==> src/rtl/alu_cmd_sequencer.sv <==
// Command sequencer in front of an external 4-bit combinational ALU.
// Incoming commands are buffered in a small FIFO. Each command is popped into
// a command register, executed for one cycle against the accumulator, and its
// result is then offered on a valid/ready output until the consumer takes it.
module alu_cmd_sequencer #(
   parameter int unsigned FIFO_DEPTH = 4,
   parameter int unsigned DATA_W     = 4
) (
   input  logic              clk,
   input  logic              rst,
   // command input
   input  logic              in_valid,
   output logic              in_ready,
   input  logic [2:0]        in_op,
   input  logic [DATA_W-1:0] in_operand,
   input  logic              in_chain,
   // external ALU
   output logic [DATA_W-1:0] alu_a,
   output logic [DATA_W-1:0] alu_b,
   output logic              alu_cin,
   output logic [2:0]        alu_sel,
   input  logic [DATA_W-1:0] alu_result,
   input  logic              alu_cout,
   // result output
   output logic              out_valid,
   input  logic              out_ready,
   output logic [DATA_W-1:0] out_data,
   output logic              out_carry,
   output logic              out_zero,
   output logic              busy
);

   localparam int unsigned PtrW = (FIFO_DEPTH > 1) ? $clog2(FIFO_DEPTH) : 1;
   localparam int unsigned CntW = PtrW + 1;
   localparam int unsigned EntW = 3 + DATA_W + 1;

   localparam logic [2:0] OpAdd   = 3'b000;
   localparam logic [2:0] OpLoad  = 3'b110;
   localparam logic [2:0] OpClear = 3'b111;

   typedef enum logic [1:0] {StIdle, StExec, StResp} state_e;

   state_e r_state;
   state_e w_state_nxt;

   logic [EntW-1:0]   r_mem [FIFO_DEPTH];
   logic [PtrW-1:0]   r_wr_ptr;
   logic [PtrW-1:0]   r_rd_ptr;
   logic [CntW-1:0]   r_count;

   logic [2:0]        r_cmd_op;
   logic [DATA_W-1:0] r_cmd_operand;
   logic              r_cmd_chain;

   logic [DATA_W-1:0] r_acc;
   logic              r_carry;
   logic              r_zero;

   logic              w_push;
   logic              w_pop;
   logic              w_not_empty;
   logic [EntW-1:0]   w_wr_entry;
   logic [EntW-1:0]   w_rd_entry;
   logic              w_alu_cin;
   logic [DATA_W-1:0] w_acc_nxt;
   logic              w_carry_nxt;

   // FIFO handshake and entry packing {op, operand, chain}
   assign in_ready    = (r_count != CntW'(FIFO_DEPTH));
   assign w_not_empty = (r_count != '0);
   assign w_push      = in_valid && in_ready;
   assign w_wr_entry  = {in_op, in_operand, in_chain};
   assign w_rd_entry  = r_mem[r_rd_ptr];

   // FIFO storage; contents need no reset because count gates every read
   always_ff @(posedge clk) begin
      if (w_push) begin
         r_mem[r_wr_ptr] <= w_wr_entry;
      end
   end

   // FIFO pointers and occupancy; push and pop together leave count unchanged
   always_ff @(posedge clk or posedge rst) begin
      if (rst) begin
         r_wr_ptr <= '0;
         r_rd_ptr <= '0;
         r_count  <= '0;
      end else begin
         if (w_push) r_wr_ptr <= r_wr_ptr + PtrW'(1);
         if (w_pop)  r_rd_ptr <= r_rd_ptr + PtrW'(1);
         unique case ({w_push, w_pop})
            2'b10:   r_count <= r_count + CntW'(1);
            2'b01:   r_count <= r_count - CntW'(1);
            default: r_count <= r_count;
         endcase
      end
   end

   // FSM state register
   always_ff @(posedge clk or posedge rst) begin
      if (rst) begin
         r_state <= StIdle;
      end else begin
         r_state <= w_state_nxt;
      end
   end

   // FSM next state, FIFO pop and carry-in selection
   always_comb begin
      w_state_nxt = r_state;
      w_pop       = 1'b0;
      w_alu_cin   = 1'b0;
      unique case (r_state)
         StIdle: begin
            if (w_not_empty) begin
               w_pop       = 1'b1;
               w_state_nxt = StExec;
            end
         end
         StExec: begin
            // chain only matters for ADD
            w_alu_cin   = (r_cmd_op == OpAdd) && r_cmd_chain && r_carry;
            w_state_nxt = StResp;
         end
         StResp: begin
            if (out_ready) begin
               if (w_not_empty) begin
                  w_pop       = 1'b1;
                  w_state_nxt = StExec;
               end else begin
                  w_state_nxt = StIdle;
               end
            end
         end
         default: w_state_nxt = StIdle;
      endcase
   end

   // command register, loaded on every pop
   always_ff @(posedge clk or posedge rst) begin
      if (rst) begin
         r_cmd_op      <= '0;
         r_cmd_operand <= '0;
         r_cmd_chain   <= 1'b0;
      end else if (w_pop) begin
         {r_cmd_op, r_cmd_operand, r_cmd_chain} <= w_rd_entry;
      end
   end

   // accumulator/carry result of the current command; LOAD and CLEAR bypass the ALU
   always_comb begin
      w_acc_nxt   = alu_result;
      w_carry_nxt = 1'b0;
      unique case (r_cmd_op)
         OpAdd: begin
            w_acc_nxt   = alu_result;
            w_carry_nxt = alu_cout;
         end
         OpLoad:  w_acc_nxt = r_cmd_operand;
         OpClear: w_acc_nxt = '0;
         default: w_acc_nxt = alu_result;
      endcase
   end

   // accumulator and flags, captured at the end of EXEC
   always_ff @(posedge clk or posedge rst) begin
      if (rst) begin
         r_acc   <= '0;
         r_carry <= 1'b0;
         r_zero  <= 1'b0;
      end else if (r_state == StExec) begin
         r_acc   <= w_acc_nxt;
         r_carry <= w_carry_nxt;
         r_zero  <= (w_acc_nxt == '0);
      end
   end

   assign alu_a     = r_acc;
   assign alu_b     = r_cmd_operand;
   assign alu_sel   = r_cmd_op;
   assign alu_cin   = w_alu_cin;

   assign out_valid = (r_state == StResp);
   assign out_data  = r_acc;
   assign out_carry = r_carry;
   assign out_zero  = r_zero;
   assign busy      = (r_state != StIdle) || w_not_empty;

endmodule

==> config.mk <==
export PLATFORM = sky130hd
export DESIGN_NAME = alu_cmd_sequencer
export DESIGN_NICKNAME = d
export VERILOG_FILES = /design/src/rtl/alu_cmd_sequencer.sv
export SDC_FILE = /design/constraint.sdc
export NUM_CORES = 1
export LEC_CHECK = 0
export CAP_MARGIN = 0
export CORE_MARGIN = 3
export CORE_UTILIZATION = 52
export DETAILED_ROUTE_END_ITERATION = 6
export HOLD_SLACK_MARGIN = 0.02
export PLACE_DENSITY = 0.78
export SLEW_MARGIN = 5
export SYNTH_ARGS = -nofsm -noshare
export SYNTH_HDL_FRONTEND = slang
export SYNTH_SLANG_ARGS = --single-unit
==> constraint.sdc <==
create_clock -name clk -period 2.85 [get_ports clk]
set_input_delay 0.57 -clock clk [delete_from_list [all_inputs] [get_ports clk]]
set_output_delay 0.57 -clock clk [all_outputs]
set_load 0.01 [all_outputs]
== Word-level counts from Yosys, hierarchy flattened ==
Memory sizes are Yosys's and may differ from the RTL's. A register that Yosys moved wholly into a read port is not among the register bits.
Index checks and enable logic that the tools add are counted.
Storage, ports and cells
  register bits after elaboration: 15
  bits in writable memories: 32
  input port bits: 17
  output and inout port bits: 21
  word-level logic and storage cells: 45
  memories: 1
Operators by class
  add/sub/neg operators: 4
  equality and inequality tests: 9
  muxes and demuxes: 13
  reduce and logical (&&, ||, !) cells: 11
Memories
  r_mem: depth 4, width 8, read ports 1, clocked after memory_dff 1, write ports 1, line 46  | logic [EntW-1:0] r_mem [FIFO_DEPTH];
Operators with widths (number)
  4-bit case mux with 2 select lines: 1
  1-bit 2-to-1 mux: 7
  3-bit == test, second input constant: 2
  2-bit case mux with 3 select lines: 1
  3-bit case mux with 2 select lines: 1
  2-bit by 1-bit adder with 2-bit output, second input constant: 2
  2-bit by 1-bit == test with 1-bit output, second input constant: 2
  2-bit == test, second input constant: 2
  4-bit logical NOT: 1
  2-bit 2-to-1 mux: 2
  2-bit nonzero test: 2
  3-bit by 1-bit adder with 3-bit output, second input constant: 1
  1-bit logical AND: 3
  3-bit logical NOT: 1
  3-bit != test, second input constant: 1
  3-bit nonzero test: 1
  3-bit by 1-bit subtractor with 3-bit output, second input constant: 1
  2-bit logical NOT: 1
  2-bit by 1-bit != test with 1-bit output, second input constant: 1
  2-bit != test, second input constant: 1
  1-bit case mux with 2 select lines: 1
  2-bit AND reduction: 1
  1-bit logical OR: 1

== Longest topological paths before layout ==
Gate-level depths: netlist of run 1.
  depth in word-level cells: 6
  gate-level depth with buffers: 8
  depth with buffers taken out: 8

== Worst setup path after synthesis of run 1 ==
OpenSTA, ideal clock, no wires.
  kind: register -> register
  start point: register r_count[0]
  end point: register r_count[1]
  setup time: 0.125 ns
  arrival: 1.933 ns
  required time: 2.725 ns
  slack: 0.793 ns
  cell stages (with the launch flop): 7
  buffers on the path: 0
  clock period less this slack: 2.057 ns
  path through: dfrtp_1 -> or3b_4 -> and2_4 -> inv_1 -> ha_1 -> fa_1 -> mux2_2
On the way
  elaborated cells between the ends (all ways): 12
  classes of those cells: 2 x add/sub; 3 x eq/ne; 4 x mux; 3 x reduce/logical
RTL lines
  start, declared: line 49  | logic [CntW-1:0] r_count;
  start signal, assigned: line 92  | 2'b10: r_count <= r_count + CntW'(1);
  start signal, assigned: line 93  | 2'b01: r_count <= r_count - CntW'(1);
  start signal, assigned: line 94  | default: r_count <= r_count;
  3-bit != test *: line 69  | assign in_ready = (r_count != CntW'(FIFO_DEPTH));
  via in_ready: line 13  | output logic in_ready,
  1-bit logical AND *: line 71  | assign w_push = in_valid && in_ready;
  2-bit by 1-bit == test with 1-bit output or 2-bit == test (tied branches): line 91  | unique case ({w_push, w_pop})
  3-bit case mux with 2 select lines or 2-bit nonzero test (tied branches)
The timed path passes the listed nets; every way through them passes the cells marked *.
A chain may end at the register's enable or synchronous reset.

== Worst setup path in the final report of run 1 ==
  start point: register r_cmd_op[2] (netlist: alu_sel[2]), read port of r_mem
  end point: output alu_cin
On the way
  word-level cells in the longest chain between the ends: 4
Ends and longest elaborated chain
  start, declared: line 51  | logic [2:0] r_cmd_op;
  3-bit logical NOT: line 122  | w_alu_cin = (r_cmd_op == OpAdd) && r_cmd_chain && r_carry;
  1-bit logical AND (2 in a row): line 122
  1-bit 2-to-1 mux: line 113  | unique case (r_state)
  end, declared: line 20  | output logic alu_cin,
Every way passes these cells.

==> metrics.txt, run 1 <==
# TYPE chip_impl_metric gauge
chip_impl_info{name="synth_top_cells_by_area",value="edfxtp_1 41%, dfrtp_1 25%, mux4_2 7.7%, mux2_2 4.4%, ha_1 2.7%"} 1
chip_impl_metric{name="syn-cell-area",unit="um^2"} 2330
chip_impl_metric{name="io_buffers",unit=""} 37
chip_impl_metric{name="final_report_max_slew_violation_count",unit=""} 0
chip_impl_metric{name="core_area",unit="um^2"} 4140
chip_impl_metric{name="die_width",unit="um"} 72.9
chip_impl_metric{name="yosysWarningCount",unit=""} 0
chip_impl_metric{name="synthesized_nets",unit=""} 165
chip_impl_info{name="ctsRootBufferMaster",value="clkbuf_8"} 1
chip_impl_metric{name="multiInputGateArea",unit="um^2"} 723
chip_impl_metric{name="groute.usage.overall",unit="%"} 16.3
chip_impl_metric{name="clk_pin_slew_worst_paths",unit="ps"} 90
chip_impl_metric{name="synth_seq_area_share",unit="%"} 66.0
chip_impl_info{name="gate_family_responsible_for_the_most_delay_along_the_worst_path",value="buffers and inverters"} 1
chip_impl_metric{name="cts_num_sinks",unit=""} 55
chip_impl_metric{name="ant_nets",unit=""} 0
chip_impl_metric{name="cts_setup_buffers",unit=""} 0
chip_impl_metric{name="net_count_final",unit=""} 202
chip_impl_metric{name="maxSlewHeadroom",unit="%"} 43.9
chip_impl_metric{name="crit_fanout",unit=""} 9
chip_impl_metric{name="cap_violations",unit=""} 0
chip_impl_metric{name="drt-vias-per-instance",unit=""} 5.60
chip_impl_metric{name="worst_pin_slew",unit="ps"} 841
chip_impl_info{name="timing.critical_path.slowest_stage_cell",value="clkdlybuf4s50_1"} 1
chip_impl_metric{name="totalWireLength",unit="um"} 3820
chip_impl_metric{name="drt-initial-drc-count",unit=""} 60
chip_impl_metric{name="vdd_drop_max",unit="V"} 0.000475
chip_impl_metric{name="synthCells",unit=""} 142
chip_impl_metric{name="yosysTopAreaCellShare",unit="%"} 41.3
chip_impl_metric{name="total_leakage_power",unit="nW"} 1.07
chip_impl_metric{name="report.final.hold_viol_count",unit=""} 0
chip_impl_metric{name="peak_freq",unit="MHz"} 426
chip_impl_metric{name="drc_errors",unit=""} 0
chip_impl_metric{name="num_antenna_cells",unit=""} 0
chip_impl_metric{name="dp_hpwl",unit="um"} 2870
chip_impl_info{name="worst_setup_ep_type",value="output port"} 1
chip_impl_metric{name="grt_remaining_overflow",unit=""} 0
chip_impl_metric{name="first_pass_iters",unit=""} 4
chip_impl_metric{name="layout_worst_path_cycle_share",unit="%"} 82.3
chip_impl_metric{name="finClkSkew",unit="ps"} 4.75
chip_impl_metric{name="setup_viol",unit=""} 0
chip_impl_metric{name="total_of_flip_flops_plus_latches_after_synthesis",unit=""} 55
chip_impl_metric{name="htree_num_levels",unit=""} 2
chip_impl_metric{name="insertion_delay",unit="ps"} 300
chip_impl_metric{name="die_height",unit="um"} 72.9
chip_impl_metric{name="ctsHoldBuffers",unit=""} 0
chip_impl_info{name="cp_cell_sequence",value="nor3_1 -> and4_1 -> clkdlybuf4s50_1"} 1
chip_impl_info{name="synth_largest_area_cell",value="edfxtp_1"} 1
chip_impl_metric{name="die_area",unit="um^2"} 5320
chip_impl_metric{name="grt_pass1_vias",unit=""} 1287
chip_impl_metric{name="grt_antenna_before_repair",unit=""} 0
chip_impl_metric{name="cts_inserted_buffers",unit=""} 5
chip_impl_metric{name="number_of_library_cell_types_mapped_by_synthesis",unit=""} 33
chip_impl_metric{name="powerDensity",unit="nW/um^2"} 1060
chip_impl_metric{name="cp_data_arrival_time",unit="ps"} 1780
chip_impl_metric{name="seq_area",unit="um^2"} 1540
chip_impl_metric{name="route.detailed.wl_per_inst",unit="um"} 16.6
chip_impl_metric{name="design.portCount",unit=""} 38
chip_impl_metric{name="post-route-min-period",unit="ps"} 2350
chip_impl_metric{name="setup_total_negative_slack",unit="ps"} 0
chip_impl_metric{name="fin_hold_ws",unit="ps"} 504
chip_impl_metric{name="critical_path_buf_inv_count",unit=""} 1
chip_impl_metric{name="ctsResizeCount",unit=""} 0
chip_impl_metric{name="grt_start_max_net_pins",unit=""} 24
chip_impl_metric{name="layout.filler_cells",unit=""} 287
chip_impl_metric{name="gp_congestion",unit=""} 0.927
chip_impl_metric{name="worst_path_largest_cell_delay",unit="ps"} 530
chip_impl_metric{name="number_of_placement_rows",unit=""} 23
chip_impl_info{name="mostFrequentLayoutCell",value="clkdlybuf4s50_1"} 1
chip_impl_metric{name="cp.required",unit="ps"} 2280
chip_impl_metric{name="syn_to_final_growth",unit="%"} 20.6
chip_impl_info{name="final_cell_mix",value="37 x clkdlybuf4s50_1, 32 x edfxtp_1, 23 x dfrtp_1"} 1
chip_impl_metric{name="cts_buffer_depth",unit=""} 2
chip_impl_info{name="unrepaired_setup_endpoints_after_global_routing",value="false"} 1
chip_impl_metric{name="vias",unit=""} 1289
chip_impl_info{name="result_of_the_run",value="completed"} 1
chip_impl_metric{name="post_route_cells_drive_above_1_share",unit="%"} 18.3
chip_impl_info{name="setup.worst_path.class",value="register to output port"} 1
chip_impl_info{name="critPathLaunchType",value="register"} 1
chip_impl_metric{name="post_synth.cell_area_avg",unit="um^2"} 16.4
chip_impl_metric{name="grt_pass1_wl",unit="um"} 6430
chip_impl_metric{name="initial_utilization",unit="%"} 56.2
chip_impl_info{name="tritoncts",value="done"} 1
chip_impl_info{name="class_of_the_tightest_hold_or_removal_check",value="register to register"} 1
-- per-layer routing --
metal	share of wire [%]	GRT usage, %	vias to the layer above
met5	0	0	-
met4	0.92	4.92	0
met3	5.9	4.55	4
met2	48	25.4	43
met1	45	22.4	639
li1	-	-	603
-- sequential cells by signal, indices dropped and copies added, names as in the netlist --
signal       flops
r_mem           32
r_rd_ptr         2
out_zero         1
out_carry        1
alu_sel          3
alu_b            4
r_state          2
r_count          3
r_wr_ptr         2
alu_a            4
r_cmd_chain      1
-- worst paths after layout --
check / start / to / slack [ps] / depth (start not counted)
max in group asynchronous: rst / alu_a[0]$_DFFE_PP0P_ / 1590 / 2
min: r_cmd_chain$_DFFE_PP0P_ / r_cmd_chain$_DFFE_PP0P_ / 500 / 1
max reg2reg: r_count[0]$_DFFE_PP0P_ / r_count[1]$_DFFE_PP0P_ / 690 / 6
min in group asynchronous: rst / r_wr_ptr[1]$_DFFE_PP0P_ / 740 / 2
max: alu_sel[2]$_DFFE_PP0P_ / alu_cin / 500 / 3
min reg2reg: r_cmd_chain$_DFFE_PP0P_ / r_cmd_chain$_DFFE_PP0P_ / 500 / 1
-- cell families (layout without fill, tap and decap cells) --
logic type	Yosys count	in the layout	share of synthesized area, %
mux	18	18	12.7
xor+xnor	6	6	2.26
simple gates	32	32	9.46
compound gates	12	12	3.06
fa+ha+maj	6	6	3.55
flops	55	55	66.0
buf+inv	13	51	2.96
-- through the flow --
step | power, mW | util (%) | instance area (um^2) | worst slack [ps] | std cells
2_1_floorplan | 2.14 | - | 2330 | 793 | 142
3_3_place_gp | 2.52 | 65.6 | 2720 | 468 | 222
3_5_place_dp | 2.59 | 65.6 | 2720 | 406 | 222
4_1_cts | 3.01 | 67.8 | 2810 | 490 | 230
5_1_grt | 3.19 | 67.8 | 2810 | 380 | 230
6_report | 2.96 | 67.8 | 2810 | 504 | 230
-- Yosys cell counts --
cell,number
edfxtp_1,32
a21oi_1,4
and2_4,1
fa_1,1
clkbuf_1,1
nor3_2,1
nor3_1,3
nor2_1,2
xnor2_1,3
nand2b_1,2
a41o_1,1
nor3_4,1
and2_1,1
nor2b_1,3
mux2_4,1
a2111oi_0,1
o21ai_0,5
and4b_1,4
clkbuf_2,1
buf_4,5
mux4_2,8
xor2_1,3
dfrtp_1,23
nor4b_1,1
and4_1,1
a21boi_0,1
or3b_4,1
ha_1,5
nand2_1,7
inv_1,5
mux2_2,9
buf_1,1
and3_2,4
-- cell type report --
type / instances / area share, %
Clock inverter: 1 / 0.134
Clock buffer: 7 / 3.07
Multi-Input combinational cell: 74 / 25.7
Sequential cell: 55 / 54.7
Tap cell: 50 / 2.23
Inverter: 5 / 0.668
Timing Repair Buffer: 38 / 13.5
-- report_power, final --
group          total, mW  switching (mW)  internal [mW]
logic               1.17           0.471          0.700
registers           1.37           0.254           1.12
clock network      0.420           0.225          0.195
total               2.96           0.949           2.02
Power figures use the tool's default switching activity.
==> inputs of run 2 (changes only) <==
Settings changed: CORE_UTILIZATION 52 to 47, PLACE_DENSITY 0.78 to 0.74.
Clock period 2.85 ns to 1.9 ns, I/O delays scaled along.
==> run 2 against run 1 <==
The run now ends with setup timing left. Non-clock buffer count is 22 higher. Global-route usage down 0.71 points. Flip-flop and latch count did not move. Register-to-register slack got worse by 740 ps. First-iteration DRC count shrank 17%. Wire length rose by 8.1%. Power grew 65%. Setup slack got worse by 550 ps. Sequential share of layout area down 4.0 points. Critical path type is now register to register.
==> metrics.txt, run 2 (synthesis gave the netlist of run 1 again) <==
# TYPE chip_impl_metric gauge
chip_impl_info{name="result_of_the_run",value="finished, violations left"} 1
chip_impl_info{name="violations",value="setup timing"} 1
chip_impl_metric{name="post-route-min-period",unit="ps"} 1950
chip_impl_metric{name="ctsHoldBuffers",unit=""} 0
chip_impl_metric{name="cts_buffer_depth",unit=""} 2
chip_impl_metric{name="worstRegToRegCells",unit=""} 6
chip_impl_metric{name="groute.usage.overall",unit="%"} 15.5
chip_impl_metric{name="placedInstanceArea",unit="um^2"} 2860
chip_impl_metric{name="layout_worst_path_cycle_share",unit="%"} 103
chip_impl_metric{name="gp_congestion",unit=""} 0.809
chip_impl_metric{name="syn_to_final_growth",unit="%"} 30.2
chip_impl_metric{name="core_area",unit="um^2"} 4560
chip_impl_metric{name="initial_utilization",unit="%"} 51.0
chip_impl_metric{name="grt_remaining_overflow",unit=""} 0
chip_impl_metric{name="flip_flop_count_of_the_largest_register_after_layout",unit=""} 32
chip_impl_info{name="final_cell_mix",value="33 x clkdlybuf4s50_1, 32 x edfxtp_1, 23 x dfrtp_1"} 1
chip_impl_metric{name="setup_viol",unit=""} 1
chip_impl_metric{name="grt_antenna_before_repair",unit=""} 0
chip_impl_metric{name="cp.required",unit="ps"} 2090
chip_impl_metric{name="report.final.hold_viol_count",unit=""} 0
chip_impl_info{name="mostFrequentLayoutCell",value="clkdlybuf4s50_1"} 1
chip_impl_metric{name="worst_pin_slew",unit="ps"} 438
chip_impl_info{name="ctsRootBufferMaster",value="clkbuf_8"} 1
chip_impl_metric{name="grt_start_max_net_pins",unit=""} 24
chip_impl_metric{name="ff2ff_setup_slack",unit="ps"} -50
chip_impl_metric{name="total_leakage_power",unit="nW"} 1.20
chip_impl_metric{name="clk_pin_slew_worst_paths",unit="ps"} 100
chip_impl_metric{name="io_buffers",unit=""} 37
chip_impl_metric{name="post_route_cells_drive_above_1_share",unit="%"} 31.2
chip_impl_info{name="worst_setup_ep_type",value="register"} 1
chip_impl_metric{name="post-place-ws",unit="ps"} -274
chip_impl_metric{name="dp_hpwl",unit="um"} 2960
chip_impl_info{name="class_of_the_tightest_hold_or_removal_check",value="primary input to asynchronous set/reset pin"} 1
chip_impl_metric{name="grt_pass1_vias",unit=""} 1440
chip_impl_metric{name="finClkSkew",unit="ps"} 8.05
chip_impl_metric{name="insertion_delay",unit="ps"} 300
chip_impl_metric{name="cts_inserted_buffers",unit=""} 5
chip_impl_metric{name="die_area",unit="um^2"} 5830
chip_impl_metric{name="drt-initial-drc-count",unit=""} 50
chip_impl_metric{name="fin_hold_ws",unit="ps"} 430
chip_impl_metric{name="totalWireLength",unit="um"} 4130
chip_impl_metric{name="die_width",unit="um"} 76.4
chip_impl_info{name="critPathLaunchType",value="register"} 1
chip_impl_metric{name="net_count_final",unit=""} 224
chip_impl_metric{name="grt_pass1_wl",unit="um"} 7200
chip_impl_metric{name="maxSlewHeadroom",unit="%"} 70.0
chip_impl_info{name="reg2reg_from",value="r_count[0]$_DFFE_PP0P_"} 1
chip_impl_metric{name="htree_num_levels",unit=""} 2
chip_impl_metric{name="crit_fanout",unit=""} 2
chip_impl_metric{name="num_antenna_cells",unit=""} 0
chip_impl_metric{name="peak_freq",unit="MHz"} 513
chip_impl_metric{name="cts_num_sinks",unit=""} 55
chip_impl_info{name="largest-register",value="r_mem"} 1
chip_impl_metric{name="vias",unit=""} 1352
chip_impl_metric{name="route.detailed.wl_per_inst",unit="um"} 15.5
chip_impl_metric{name="drt-vias-per-instance",unit=""} 5.06
chip_impl_metric{name="design.portCount",unit=""} 38
chip_impl_metric{name="number_of_placement_rows",unit=""} 24
chip_impl_metric{name="cp_data_arrival_time",unit="ps"} 2140
chip_impl_metric{name="final_critical_path_setup_slack",unit="ps"} -49.0
chip_impl_metric{name="powerDensity",unit="nW/um^2"} 1610
chip_impl_metric{name="final_report_max_slew_violation_count",unit=""} 0
chip_impl_metric{name="ant_nets",unit=""} 0
chip_impl_metric{name="drc_errors",unit=""} 0
chip_impl_metric{name="setup_total_negative_slack",unit="ps"} -49.0
chip_impl_metric{name="first_pass_iters",unit=""} 4
chip_impl_info{name="setup.worst_path.class",value="register to register"} 1
chip_impl_info{name="tritoncts",value="done"} 1
chip_impl_metric{name="cap_violations",unit=""} 0
chip_impl_info{name="worst_r2r_endpoint",value="r_count[1]$_DFFE_PP0P_"} 1
chip_impl_info{name="unrepaired_setup_endpoints_after_global_routing",value="true"} 1
chip_impl_metric{name="vdd_drop_max",unit="V"} 0.000722
chip_impl_metric{name="post_layout_inst_area",unit="um^2"} 3030
chip_impl_metric{name="die_height",unit="um"} 76.4
==> run 2: cell types whose count changed in the layout (fill, tap and decap cells not counted), sizes merged <==
cell / change
dlygate4sd2: +2
buf: +22
clkinvlp: +1
clkdlybuf4s15: +1
clkdlybuf4s50: -4
==> run 2: final cells by class <==
cell class / instances / area (um^2)
Sequential cell: 55 / 1540
Multi-Input combinational cell: 74 / 753
Clock buffer: 6 / 82.6
Clock inverter: 2 / 16.3
Timing Repair Buffer: 60 / 541
Fill cell: 335 / 1530
Tap cell: 65 / 81.3
Inverter: 5 / 21.3
==> run 2: worst max-delay path by stage <==
| stage | start | endpoint | slack, ps | depth (start not counted) |
|---|---|---|---|---|
| finish | r_count[0]$_DFFE_PP0P_ | r_count[1]$_DFFE_PP0P_ | -50 | 6 |
| global route | r_count[0]$_DFFE_PP0P_ | r_count[1]$_DFFE_PP0P_ | -100 | 6 |
| CTS | r_count[0]$_DFFE_PP0P_ | r_count[1]$_DFFE_PP0P_ | -30 | 6 |
| detailed placement | out_ready | r_count[2]$_DFFE_PP0P_ | -270 | 8 |
| global placement | out_ready | r_count[2]$_DFFE_PP0P_ | -220 | 8 |
| floorplan | r_count[0]$_DFFE_PP0P_ | r_count[1]$_DFFE_PP0P_ | -80 | 6 |
==> run 2: report_power, final <==
group / internal [mW] / switching (mW)
combinational: 1.35 / 0.967
clock: 0.298 / 0.357
sequential: 1.68 / 0.242
total: 3.33 / 1.57
==> run 2: what timing repair did <==
action | 4_1_cts | 5_1_grt
resized for setup | 10 | 4
setup buffers | 7 | 1
endpoints found under the setup margin | 6 | 3
pin swaps | 4 | 3
==> run 2: worst max-delay path, stage by stage (launching register included) <==
cell and delay (ps):
dfrtp_1 400, or3b_4 410, and2_4 160, inv_4 50, ha_4 130, fa_2 430
mux2_4 270
==> run 2: per-layer routing <==
| layer | share of wire (%) | track usage (%) |
|---|---|---|
| met3 | 5.2 | 4.73 |
| met4 | 0.65 | 2.72 |
| met1 | 42 | 19.6 |
| met2 | 52 | 26.8 |
| met5 | 0 | 0 |
==> run 2: per-stage QoR <==
stage / utilization [%] / power (mW) / instances
after floorplan: - / 3.24 / 142
after global placement: 62.6 / 3.99 / 251
after detailed placement: 62.6 / 4.11 / 251
after CTS: 66.2 / 4.89 / 266
after global routing: 66.4 / 5.25 / 267
final: 66.4 / 4.89 / 267
